**src/rtl/motor_ramp_ctrl_if.sv**
```systemverilog
// Command handshake bundle: navigation logic -> motor_ramp_ctrl.
// Carries a direction and a target duty under a valid/ready handshake.
interface motor_ramp_ctrl_if #(
  parameter int DUTY_W = 16
);
  logic              cmd_valid;
  logic              cmd_ready;
  logic              cmd_dir;
  logic [DUTY_W-1:0] cmd_speed;

  modport master (
    output cmd_valid,
    output cmd_dir,
    output cmd_speed,
    input  cmd_ready
  );

  modport slave (
    input  cmd_valid,
    input  cmd_dir,
    input  cmd_speed,
    output cmd_ready
  );
endinterface

```
**src/rtl/motor_ramp_ctrl.sv**
```systemverilog
// Slew-limited duty/direction stage in front of MotorDriver.
// Optional command watchdog: define MOTOR_RAMP_WDT_EN.
module motor_ramp_ctrl #(
  parameter int DUTY_W      = 16,
  parameter int RAMP_DIV    = 1000,
  parameter int RAMP_STEP   = 64,
  parameter int DEAD_CYCLES = 5000
`ifdef MOTOR_RAMP_WDT_EN
  ,
  parameter int WDT_CYCLES  = 50000000
`endif
) (
  input  logic              clk,
  input  logic              rst,
  motor_ramp_ctrl_if.slave  cmd,
  input  logic              estop,
  output logic [DUTY_W-1:0] duty,
  output logic [1:0]        motor_dir,
  output logic              motor_en,
  output logic              at_speed
`ifdef MOTOR_RAMP_WDT_EN
  ,
  output logic              wdt_trip
`endif
);

  typedef enum logic [2:0] {
    S_COAST,
    S_RUN,
    S_REV,
    S_BRAKE,
    S_ESTOP
  } st_e;

  localparam int DW1 = DUTY_W + 1;
  localparam int PW  = (RAMP_DIV > 1) ? $clog2(RAMP_DIV) : 1;
  localparam int DCW = (DEAD_CYCLES > 1) ? $clog2(DEAD_CYCLES) : 1;

  localparam logic [PW-1:0]     PRE_LAST = PW'(RAMP_DIV - 1);
  localparam logic [DCW-1:0]    DEAD_LD  = DCW'(DEAD_CYCLES - 1);
  localparam logic [DW1-1:0]    STEP_X   = DW1'(RAMP_STEP);
  localparam logic [DUTY_W-1:0] STEP_N   = DUTY_W'(RAMP_STEP);

  st_e               r_st;
  st_e               w_st_nxt;
  logic [PW-1:0]     r_pre;
  logic [DCW-1:0]    r_dead;
  logic [DUTY_W-1:0] r_tgt;
  logic [DUTY_W-1:0] w_tgt_nxt;
  logic              r_dir;
  logic              w_dir_nxt;
  logic              r_pdir;
  logic [DUTY_W-1:0] r_pspd;

  logic [DUTY_W-1:0] r_duty;
  logic [DUTY_W-1:0] w_duty_nxt;
  logic [1:0]        r_mdir;
  logic [1:0]        w_mdir_nxt;
  logic              r_en;
  logic              w_en_nxt;
  logic              r_ready;
  logic              w_ready_nxt;
  logic              r_at;
  logic              w_at_nxt;

  logic              w_acc;
  logic              w_nz;
  logic              w_same;
  logic              w_tick;
  logic              w_wdt_hit;
  logic              w_rev_go;
  logic              w_brk_done;

  logic [DW1-1:0]    w_d_ext;
  logic [DW1-1:0]    w_t_ext;
  logic [DW1-1:0]    w_up;
  logic [DW1-1:0]    w_dn_lim;
  logic [DUTY_W-1:0] w_ramp;

  assign w_acc      = cmd.cmd_valid && r_ready;
  assign w_nz       = |cmd.cmd_speed;
  assign w_same     = (cmd.cmd_dir == r_dir);
  assign w_tick     = (r_pre == PRE_LAST);
  assign w_rev_go   = (r_st == S_RUN) && w_acc && w_nz && !w_same;
  assign w_brk_done = (r_st == S_BRAKE) && (r_dead == '0);

  assign cmd.cmd_ready = r_ready;
  assign duty          = r_duty;
  assign motor_dir     = r_mdir;
  assign motor_en      = r_en;
  assign at_speed      = r_at;

  // Extra headroom bit keeps step arithmetic free of wrap.
  assign w_d_ext  = {1'b0, r_duty};
  assign w_t_ext  = {1'b0, r_tgt};
  assign w_up     = w_d_ext + STEP_X;
  assign w_dn_lim = w_t_ext + STEP_X;

  // Free-running ramp prescaler.
  always_ff @(posedge clk or negedge rst) begin
    if (!rst) begin
      r_pre <= '0;
    end else if (w_tick) begin
      r_pre <= '0;
    end else begin
      r_pre <= r_pre + 1'b1;
    end
  end

  // FSM state register.
  always_ff @(posedge clk or negedge rst) begin
    if (!rst) begin
      r_st <= S_COAST;
    end else begin
      r_st <= w_st_nxt;
    end
  end

  // FSM next-state; estop overrides everything.
  always_comb begin
    w_st_nxt = r_st;
    if (estop) begin
      w_st_nxt = S_ESTOP;
    end else begin
      unique case (r_st)
        S_COAST: begin
          if (w_acc && w_nz) w_st_nxt = S_RUN;
        end
        S_RUN: begin
          if (w_rev_go) begin
            w_st_nxt = S_REV;
          end else if (w_acc && w_nz) begin
            w_st_nxt = S_RUN;
          end else if (r_duty == '0 && r_tgt == '0) begin
            w_st_nxt = S_COAST;
          end
        end
        S_REV: begin
          if (r_duty == '0) w_st_nxt = S_BRAKE;
        end
        S_BRAKE: begin
          if (r_dead == '0) w_st_nxt = S_RUN;
        end
        S_ESTOP: w_st_nxt = S_COAST;
        default: w_st_nxt = S_COAST;
      endcase
    end
  end

  // Target and active direction selection.
  always_comb begin
    w_tgt_nxt = r_tgt;
    w_dir_nxt = r_dir;
    if (estop || r_st == S_ESTOP) begin
      w_tgt_nxt = '0;
    end else if (r_st == S_COAST && w_acc && w_nz) begin
      w_tgt_nxt = cmd.cmd_speed;
      w_dir_nxt = cmd.cmd_dir;
    end else if (r_st == S_RUN && w_acc && w_same) begin
      w_tgt_nxt = cmd.cmd_speed;
    end else if (r_st == S_RUN && w_acc) begin
      w_tgt_nxt = '0;
    end else if (r_st == S_RUN && w_wdt_hit) begin
      w_tgt_nxt = '0;
    end else if (w_brk_done) begin
      w_tgt_nxt = r_pspd;
      w_dir_nxt = r_pdir;
    end
  end

  // One ramp step toward the target, clamped at the target.
  always_comb begin
    w_ramp = r_duty;
    if (r_duty < r_tgt) begin
      w_ramp = (w_up >= w_t_ext) ? r_tgt : (r_duty + STEP_N);
    end else if (r_duty > r_tgt) begin
      w_ramp = (w_d_ext <= w_dn_lim) ? r_tgt : (r_duty - STEP_N);
    end
  end

  // FSM outputs, computed for the upcoming state so they register cleanly.
  always_comb begin
    w_duty_nxt  = w_tick ? w_ramp : r_duty;
    w_mdir_nxt  = 2'b00;
    w_en_nxt    = 1'b0;
    w_ready_nxt = 1'b0;
    unique case (w_st_nxt)
      S_COAST: begin
        w_ready_nxt = 1'b1;
      end
      S_RUN: begin
        w_en_nxt    = 1'b1;
        w_ready_nxt = 1'b1;
        w_mdir_nxt  = w_dir_nxt ? 2'b01 : 2'b10;
      end
      S_REV: begin
        w_en_nxt   = 1'b1;
        w_mdir_nxt = r_dir ? 2'b01 : 2'b10;
      end
      S_BRAKE, S_ESTOP: begin
        w_en_nxt   = 1'b1;
        w_mdir_nxt = 2'b11;
        w_duty_nxt = '0;
      end
      default: begin
        w_duty_nxt = '0;
      end
    endcase
    w_at_nxt = (w_st_nxt == S_RUN) && (w_duty_nxt == w_tgt_nxt) &&
               (|w_tgt_nxt);
  end

  // Target, direction, pending reversal and dead-time counter.
  always_ff @(posedge clk or negedge rst) begin
    if (!rst) begin
      r_tgt  <= '0;
      r_dir  <= 1'b0;
      r_pdir <= 1'b0;
      r_pspd <= '0;
      r_dead <= '0;
    end else begin
      r_tgt <= w_tgt_nxt;
      r_dir <= w_dir_nxt;
      if (estop || r_st == S_ESTOP) begin
        r_pdir <= 1'b0;
        r_pspd <= '0;
        r_dead <= '0;
      end else begin
        if (w_rev_go) begin
          r_pdir <= cmd.cmd_dir;
          r_pspd <= cmd.cmd_speed;
        end
        if (r_st == S_REV && w_st_nxt == S_BRAKE) begin
          r_dead <= DEAD_LD;
        end else if (r_st == S_BRAKE && r_dead != '0) begin
          r_dead <= r_dead - 1'b1;
        end
      end
    end
  end

  // Registered outputs.
  always_ff @(posedge clk or negedge rst) begin
    if (!rst) begin
      r_duty  <= '0;
      r_mdir  <= 2'b00;
      r_en    <= 1'b0;
      r_ready <= 1'b0;
      r_at    <= 1'b0;
    end else begin
      r_duty  <= w_duty_nxt;
      r_mdir  <= w_mdir_nxt;
      r_en    <= w_en_nxt;
      r_ready <= w_ready_nxt;
      r_at    <= w_at_nxt;
    end
  end

`ifdef MOTOR_RAMP_WDT_EN
  localparam int WW = $clog2(WDT_CYCLES + 1);
  localparam logic [WW-1:0] WDT_LAST = WW'(WDT_CYCLES - 1);

  logic [WW-1:0] r_wdt;
  logic          r_trip;

  assign w_wdt_hit = (r_st == S_RUN) && !w_acc && (r_wdt == WDT_LAST);
  assign wdt_trip  = r_trip;

  // Command watchdog: counts idle RUN cycles, trip is sticky.
  always_ff @(posedge clk or negedge rst) begin
    if (!rst) begin
      r_wdt  <= '0;
      r_trip <= 1'b0;
    end else begin
      if (r_st != S_RUN || w_acc) begin
        r_wdt <= '0;
      end else if (r_wdt != WDT_LAST) begin
        r_wdt <= r_wdt + 1'b1;
      end
      if (w_acc && w_nz) begin
        r_trip <= 1'b0;
      end else if (w_wdt_hit) begin
        r_trip <= 1'b1;
      end
    end
  end
`else
  assign w_wdt_hit = 1'b0;
`endif

endmodule

```
**src/flat_wrapper.sv**
```systemverilog
// flat-port wrapper written by rule: the top's interface ports become plain ports
module motor_ramp_ctrl_flat 
#(
  parameter int DUTY_W      = 16,
  parameter int RAMP_DIV    = 1000,
  parameter int RAMP_STEP   = 64,
  parameter int DEAD_CYCLES = 5000

)
  (clk, rst, estop, duty, motor_dir, motor_en, at_speed, cmd_cmd_valid, cmd_cmd_dir, cmd_cmd_speed, cmd_cmd_ready);
  motor_ramp_ctrl_if #(.DUTY_W(DUTY_W)) cmd_i ();
  input  logic clk;
  input  logic rst;
  input  logic estop;
  output logic [DUTY_W-1:0] duty;
  output logic [1:0] motor_dir;
  output logic motor_en;
  output logic at_speed;
  input wire logic [$bits(cmd_i.cmd_valid)-1:0] cmd_cmd_valid;
  input wire logic [$bits(cmd_i.cmd_dir)-1:0] cmd_cmd_dir;
  input wire logic [$bits(cmd_i.cmd_speed)-1:0] cmd_cmd_speed;
  output wire logic [$bits(cmd_i.cmd_ready)-1:0] cmd_cmd_ready;
  assign cmd_i.cmd_valid = cmd_cmd_valid;
  assign cmd_i.cmd_dir = cmd_cmd_dir;
  assign cmd_i.cmd_speed = cmd_cmd_speed;
  assign cmd_cmd_ready = cmd_i.cmd_ready;
  motor_ramp_ctrl #(.DUTY_W(DUTY_W), .RAMP_DIV(RAMP_DIV), .RAMP_STEP(RAMP_STEP), .DEAD_CYCLES(DEAD_CYCLES)) u_core (.clk(clk), .rst(rst), .cmd(cmd_i), .estop(estop), .duty(duty), .motor_dir(motor_dir), .motor_en(motor_en), .at_speed(at_speed));
endmodule
```
**config.mk**
```make
export PLATFORM = sky130hd
export DESIGN_NAME = motor_ramp_ctrl_flat
export DESIGN_NICKNAME = d
export VERILOG_FILES = /design/src/rtl/motor_ramp_ctrl_if.sv /design/src/rtl/motor_ramp_ctrl.sv /design/src/flat_wrapper.sv
export SDC_FILE = /design/constraint.sdc
export NUM_CORES = 1
export LEC_CHECK = 0
export BUFFER_PORTS_ARGS = -buffer_cell sky130_fd_sc_hd__buf_2
export CORE_MARGIN = 2
export CORE_UTILIZATION = 50
export CTS_CLUSTER_SIZE = 10
export DETAILED_ROUTE_END_ITERATION = 8
export GPL_ROUTABILITY_DRIVEN = 0
export PLACE_DENSITY_LB_ADDON = 0.12
export REMOVE_ABC_BUFFERS = 1
export SLEW_MARGIN = 20
export SYNTH_ARGS = -nofsm -noshare
export SYNTH_HDL_FRONTEND = slang
export SYNTH_SLANG_ARGS = --single-unit
```
**constraint.sdc**
```tcl
create_clock -name clk -period 5.6 [get_ports clk]
set_clock_uncertainty 0.2 [all_clocks]
set_input_delay 0.56 -clock clk [delete_from_list [all_inputs] [get_ports clk]]
set_output_delay 0.56 -clock clk [all_outputs]
set_load 0.005 [all_outputs]
```
# After elaboration in Yosys (flattened, before gate mapping)

Index checks and enable logic that the tools add are counted.

Register bits: 81
Input port bits: 21
Logic and storage cells: 100
Output and inout bits: 21

Magnitude comparators: 4
Equal/unequal tests: 11
Reductions and logical operators: 30
Mux-type cells: 37
Add/subtract/negate cells: 6

Operator list:

| operator                | number |
|---|---|
| $mux W16                | 13 |
| $mux W13                | 3 |
| $add A16 B7 Y17 const B | 2 |
| $logic_not A16 Y1       | 2 |
| $reduce_or A16 Y1       | 2 |
| $mux W3                 | 7 |
| $ge A17 B16 Y1          | 1 |
| $le A16 B17 Y1          | 1 |
| $add A16 B7 Y16 const B | 1 |
| $eq A16 B16 Y1          | 1 |
| $gt A16 B16 Y1          | 1 |
| $lt A16 B16 Y1          | 1 |
| $sub A16 B7 Y16 const B | 1 |
| $logic_and A1 B1 Y1     | 14 |
| $logic_not A13 Y1       | 1 |
| $reduce_bool A13 Y1     | 1 |
| $sub A13 B1 Y13 const B | 1 |
| $eq A3 B2 Y1 const B    | 4 |
| $pmux W3 S4             | 1 |
| $add A10 B1 Y10 const B | 1 |
| $eq A10 B10 Y1 const B  | 1 |
| $mux W10                | 1 |
| $mux W1                 | 9 |
| $eq A3 B1 Y1 const B    | 2 |
| 12 further kinds        | 16 |

# Depth between registers and ports, before layout

Depth after elaboration: 13
Mapped depth: 19
Depth with buffers taken out: 16

# Worst setup path before layout

No wires, ideal clock.

Path kind: reg-to-reg
Start: register u_core.r_duty[8] (netlist: u_core.duty[8])
End: register u_core.r_at (netlist: u_core.at_speed)
Cell stages (with the launch flop): 18
Arrival: 3,728 ps
Setup slack: 1,577 ps
Period minus slack after synthesis: 4,023 ps
Path buffers: 1
Required time: 5,304 ps
Library setup time: 96 ps
Path through: dfrtp_1 clkbuf_1 and2_1 nand4_1 nor2_1 xor2_1 ha_1 nand4_1 nor2_1 a211oi_1 o311a_1 nand2_1 or3_1 a41oi_1 xor2_1 nor4_1 nand4_1 nor4_2

Cells in the longest elaborated chain, start to end: 13
Elaborated cells on any way between the ends: 28
Classes of those cells: add/sub: 3; order compare: 4; eq/ne: 3; mux: 12; reduce/logical: 6

RTL lines:

| element                                                                 | RTL line               | RTL |
|---|---|---|
| start, declared                                                         | motor_ramp_ctrl.sv:55  | `logic [DUTY_W-1:0] r_duty;` |
| start signal, assigned                                                  | motor_ramp_ctrl.sv:251 | `r_duty <= w_duty_nxt;` |
| parallel branches: the longest is 9 deep, another holds $add A16 B7 Y17 | -                      |  |
| $mux W16 *                                                              | motor_ramp_ctrl.sv:187 | `unique case (w_st_nxt)` |
| net u_core.w_duty_nxt[11]                                               | motor_ramp_ctrl.sv:56  | `logic [DUTY_W-1:0] w_duty_nxt;` |
| $eq A16 B16 Y1 *                                                        | motor_ramp_ctrl.sv:209 | `w_at_nxt = (w_st_nxt == S_RUN) && (w_duty_nxt == w_tgt_nxt) &&` |
| $logic_and A1 B1 Y1 * (2 in a row)                                      | motor_ramp_ctrl.sv:209 |  |
| net u_core.w_at_nxt                                                     | motor_ramp_ctrl.sv:64  | `logic w_at_nxt;` |
| end signal, assigned                                                    | motor_ramp_ctrl.sv:255 | `r_at <= w_at_nxt;` |
| end, declared                                                           | motor_ramp_ctrl.sv:63  | `logic r_at;` |

Mark *: on every way through the listed nets, which the timed path passes.
A chain may end at the register's enable or synchronous reset.

# Worst setup path after layout

Start: register u_core.r_duty[8] (netlist: u_core.duty[8])
End: register u_core.r_at (netlist: u_core.at_speed)

Cells in the longest elaborated chain, start to end: 13
Elaborated cells on any way between the ends: 28
Classes of those cells: add/sub: 3; order compare: 4; eq/ne: 3; mux: 12; reduce/logical: 6

RTL lines:

| element                                                                  | RTL line |
|---|---|
| parallel branches: the longest is 11 deep, another holds $add A16 B7 Y17 | - |
| $logic_and A1 B1 Y1 * (2 in a row)                                       | motor_ramp_ctrl.sv:209 |
| net u_core.w_at_nxt                                                      | motor_ramp_ctrl.sv:64 |

Marks and branches as above.

==> flow_metrics.env <==
export IMPL_met3_length_mm=1.90
export IMPL_place_area_mm2=0.00665
export IMPL_drt_initial_drc_count=613
export IMPL_port_buffers=41
export IMPL_setup_tns_final_ns=0
export IMPL_wl_per_cell_um=20.3
export IMPL_dpl_cell_count=937
export IMPL_synth_adder_area_share_pct=8.42
export IMPL_synthMuxAreaShare_pct=7.26
export IMPL_clockPowerShare_pct=43.6
export IMPL_slowest_delay_ns=0.76
export IMPL_cts_resized=0
export IMPL_critPathBufInv=0
export IMPL_clock_latency_ns=0.34
export IMPL_cts_hold_buf=0
export IMPL_synth_xor_area_share_pct=4.38
export IMPL_grt_pass1_wl_mm=30.5
export IMPL_synth_largest_area_cell="dfrtp_1"
export IMPL_final_util_pct=55.4
export IMPL_synth_edff_count=0
export IMPL_yosysWarnings=0
export IMPL_top_layer_used="met4"
export IMPL_path_max_fanout=14
export IMPL_cts_made_buffers=9
export IMPL_ant_nets=0
export IMPL_worst_slack_ns=0.728
export IMPL_switching_share_pct=27.8
export IMPL_grt_usage_pct=29.2
export IMPL_hold_ws_ns=0.0303
export IMPL_rsz0062_at_grt="no"
export IMPL_timing_rr_start="u_core.duty[8]"
export IMPL_yosysSeqAreaShare_pct=31.7
export IMPL_power_frac_seq_pct=42.7
export IMPL_final_cells=953
export IMPL_layout_nets=840
export IMPL_crit_chain="and2_1 > nand4_1 > nor2_1 > xor2_1 > ha_1 > nand4_1 > nor2_1 > nand2_1 > o311ai_1 > o21ai_0 > a21oi_1 > a311oi_1 > a2111oi_0 > and4_1 > nand4_1 > nor4_2"
export IMPL_worstSetupStartpoint="u_core.duty[8]"
export IMPL_dieArea_mm2=0.0137
export IMPL_max_slew_margin_pct=41.4
export IMPL_cts_root_buffer="clkbuf_16"
export IMPL_finalHoldViolCount=0
export IMPL_syn_area_mm2=0.00639
export IMPL_post_route_min_period_ns=4.87
export IMPL_fin_area_mm2=0.00696
export IMPL_worstSetupPathType="reg2reg"
export IMPL_synthTopCellsByArea="dfrtp_1, ha_1, mux2i_1"
export IMPL_hold_path_class="in2async"
export IMPL_cts_setup_buffers=0
export IMPL_avgSynthCellArea_um2=8.52
export IMPL_die_h_um=117
export IMPL_pre_cts_slack_ns=0.923
export IMPL_synth_seq_cells=81
export IMPL_setup_viol=0
export IMPL_crit_path_end_kind="flop"
export IMPL_wl_met2_mm=8.71
export IMPL_critPathLaunchType="flop"
export IMPL_reg2reg_depth=16
export IMPL_worstPathRequired_ns=5.65
export IMPL_arrival_ns=4.92
export IMPL_cp_top_family="compound AO/OA/AOI/OAI gates"
export IMPL_synth_ff_type="dfrtp_1"
export IMPL_path_common_cell="nand4_1"
export IMPL_total_leakage_power_nw=3.27
export IMPL_max_cap_violations=0
export IMPL_p_total_mw=1.40
export IMPL_antenna_found_initial=0
export IMPL_grt_max_degree=82
export IMPL_p_comb_share_pct=13.7
export IMPL_fill_cells=1192
export IMPL_clock_fmax_mhz=205
export IMPL_start_util_pct=50.9
export IMPL_ios=42
export IMPL_viasPerCell=6.31
export IMPL_cts_sinks=81
export IMPL_rows=41
export IMPL_via_count=6013
export IMPL_grt_pass1_vias=5738
export IMPL_fp_dieW_um=117
export IMPL_synth_compound_area_share_pct=20.4
export IMPL_syn_to_final_growth_pct=8.91
export IMPL_drt_met1_wl_mm=8.21
export IMPL_slew_violations=0
export IMPL_ir_drop_uv=152
export IMPL_critPathSlowestCell="o311ai_1"
export IMPL_status="finished, final reports clean"
export IMPL_drive_above_1_share_pct=11.5
export IMPL_diodes=0
export IMPL_drt_wl_total_mm=19.3
export IMPL_synthCells=750
export IMPL_clockBufferDepth=2
export IMPL_yosysUniqueCellTypes=82
export IMPL_period_share_pct=87.0
export IMPL_dp_hpwl_mm=14.6
export IMPL_yosys_area_share_simple_pct=21.6
export IMPL_grt_overflow_total=0
export IMPL_synth_top_area_share_pct=31.7
export IMPL_tightest_slew_ns=0.865
export IMPL_power_switching_mw=0.390
export IMPL_cp_depth=16
export IMPL_first_pass_iters=9
export IMPL_cts_tree="built"
export IMPL_intPower_mw=1.01
export IMPL_clkSlewWorstSetupHoldPaths_ns=0.07
export IMPL_synthArstFlopShare_pct=100
export IMPL_core_mm2=0.0126
export IMPL_cts_htree_levels=3
export IMPL_p_per_area_mw_per_mm2=202
export IMPL_drcViolationCount=0
export IMPL_synth_top_family_by_area="simple AND/OR/NAND/NOR gates"
==> path summary, 6_finish.rpt <==
kind	to	slack (ns)
setup / recovery	u_core.at_speed	0.73
hold / removal	u_core.duty[8]	0.03
max in group asynchronous	u_core.r_pspd[10]	4.58
hold reg to reg	u_core.r_pre[0]	0.29
min in group clk	u_core.r_st[2]	0.28
setup reg to reg	u_core.at_speed	0.73
==> flip-flops by register name (all words and copies together) (netlist names) <==
register              cells
u_core.r_tgt             16
u_core.r_dead            13
u_core.r_pspd            16
u_core.r_pre             10
u_core.r_st               3
u_core.cmd.cmd_ready      1
u_core.at_speed           1
u_core.r_dir              1
u_core.duty              16
u_core.r_pdir             1
u_core.motor_en           1
u_core.motor_dir          2
==> cells in the final DEF (no fill, tap or decap), types with 6 or more instances in the layout <==
cell,instances
a21o_1,6
dfrtp_1,81
and2_1,6
clkbuf_16,9
buf_2,40
nand2_1,69
or3_1,9
inv_1,42
mux2i_1,43
buf_4,8
nand2b_1,6
ha_1,43
xnor2_1,22
nand4_1,15
o21ai_0,45
nor3_1,24
nand3_1,30
nor2_1,73
a21oi_1,44
and3_1,6
xor2_1,10
o22ai_1,16
nor4_1,17
a211oi_1,9
==> power by group through the flow <==
stage / combinational [mW] / clock [mW] / sequential [mW]
global route: 0.210 / 0.641 / 0.599
floorplan: 0.116 / 0 / 0.608
detailed placement: 0.186 / 0 / 0.610
CTS: 0.187 / 0.621 / 0.599
global placement: 0.185 / 0 / 0.610
finish: 0.192 / 0.612 / 0.599
==> area by class of cell <==
class                           count  area, um2  share of cell area, %
Multi-Input combinational cell    592       3980                   57.2
Clock buffer                       11        243                   3.49
Timing Repair Buffer               49        272                   3.90
Inverter                           43        161                   2.32
Sequential cell                    81       2030                   29.1
Clock inverter                      5       61.3                  0.881
Tap cell                          172        215                   3.09
==> synthesized netlist by cell type (all sizes together) (4+ instances only) <==
cell type	number
mux2i	43
o21ai	49
inv	43
a211oi	9
o2bb2ai	5
o31ai	4
and2	8
nand2b	6
o22ai	19
nand3	30
a21oi	45
xor2	10
buf	9
a21o	6
nand4	15
ha	43
nor3	25
xnor2	22
o211ai	4
a31oi	6
nor4	20
or4	5
nand2	69
or3	9
and3	6
a221oi	5
nor2	73
dfrtp	81
clkbuf	23
==> worst reg2reg max path, stage by stage, from the launching register on <==
cell and delay [ns]:
dfrtp_1 0.65, and2_1 0.25, nand4_1 0.27, nor2_1 0.21
xor2_1 0.11, ha_1 0.32, nand4_1 0.11, nor2_1 0.15
nand2_1 0.09, o311ai_1 0.77, o21ai_0 0.43, a21oi_1 0.29
a311oi_1 0.09, a2111oi_0 0.35, and4_1 0.25, nand4_1 0.10
nor4_2 0.15
==> cell families (layout without fill, tap and decap cells) <==
kind of cell | Yosys count | in the layout
AOI/OAI and AO/OA | 192 | 192
xor gates and xnor gates | 32 | 32
adders and majority gates | 43 | 43
buffers and inverters | 77 | 108
DFF | 81 | 81
muxes | 46 | 46
and+or+nand+nor | 279 | 279
==> layer usage <==
layer | track usage (%) | vias up
li1 | - | 2814
met1 | 40.6 | 2842
met2 | 45.4 | 299
met3 | 6.69 | 58
met4 | 9.33 | 0
met5 | 0 | -
No activity file was read; power rests on OpenSTA's default activity.
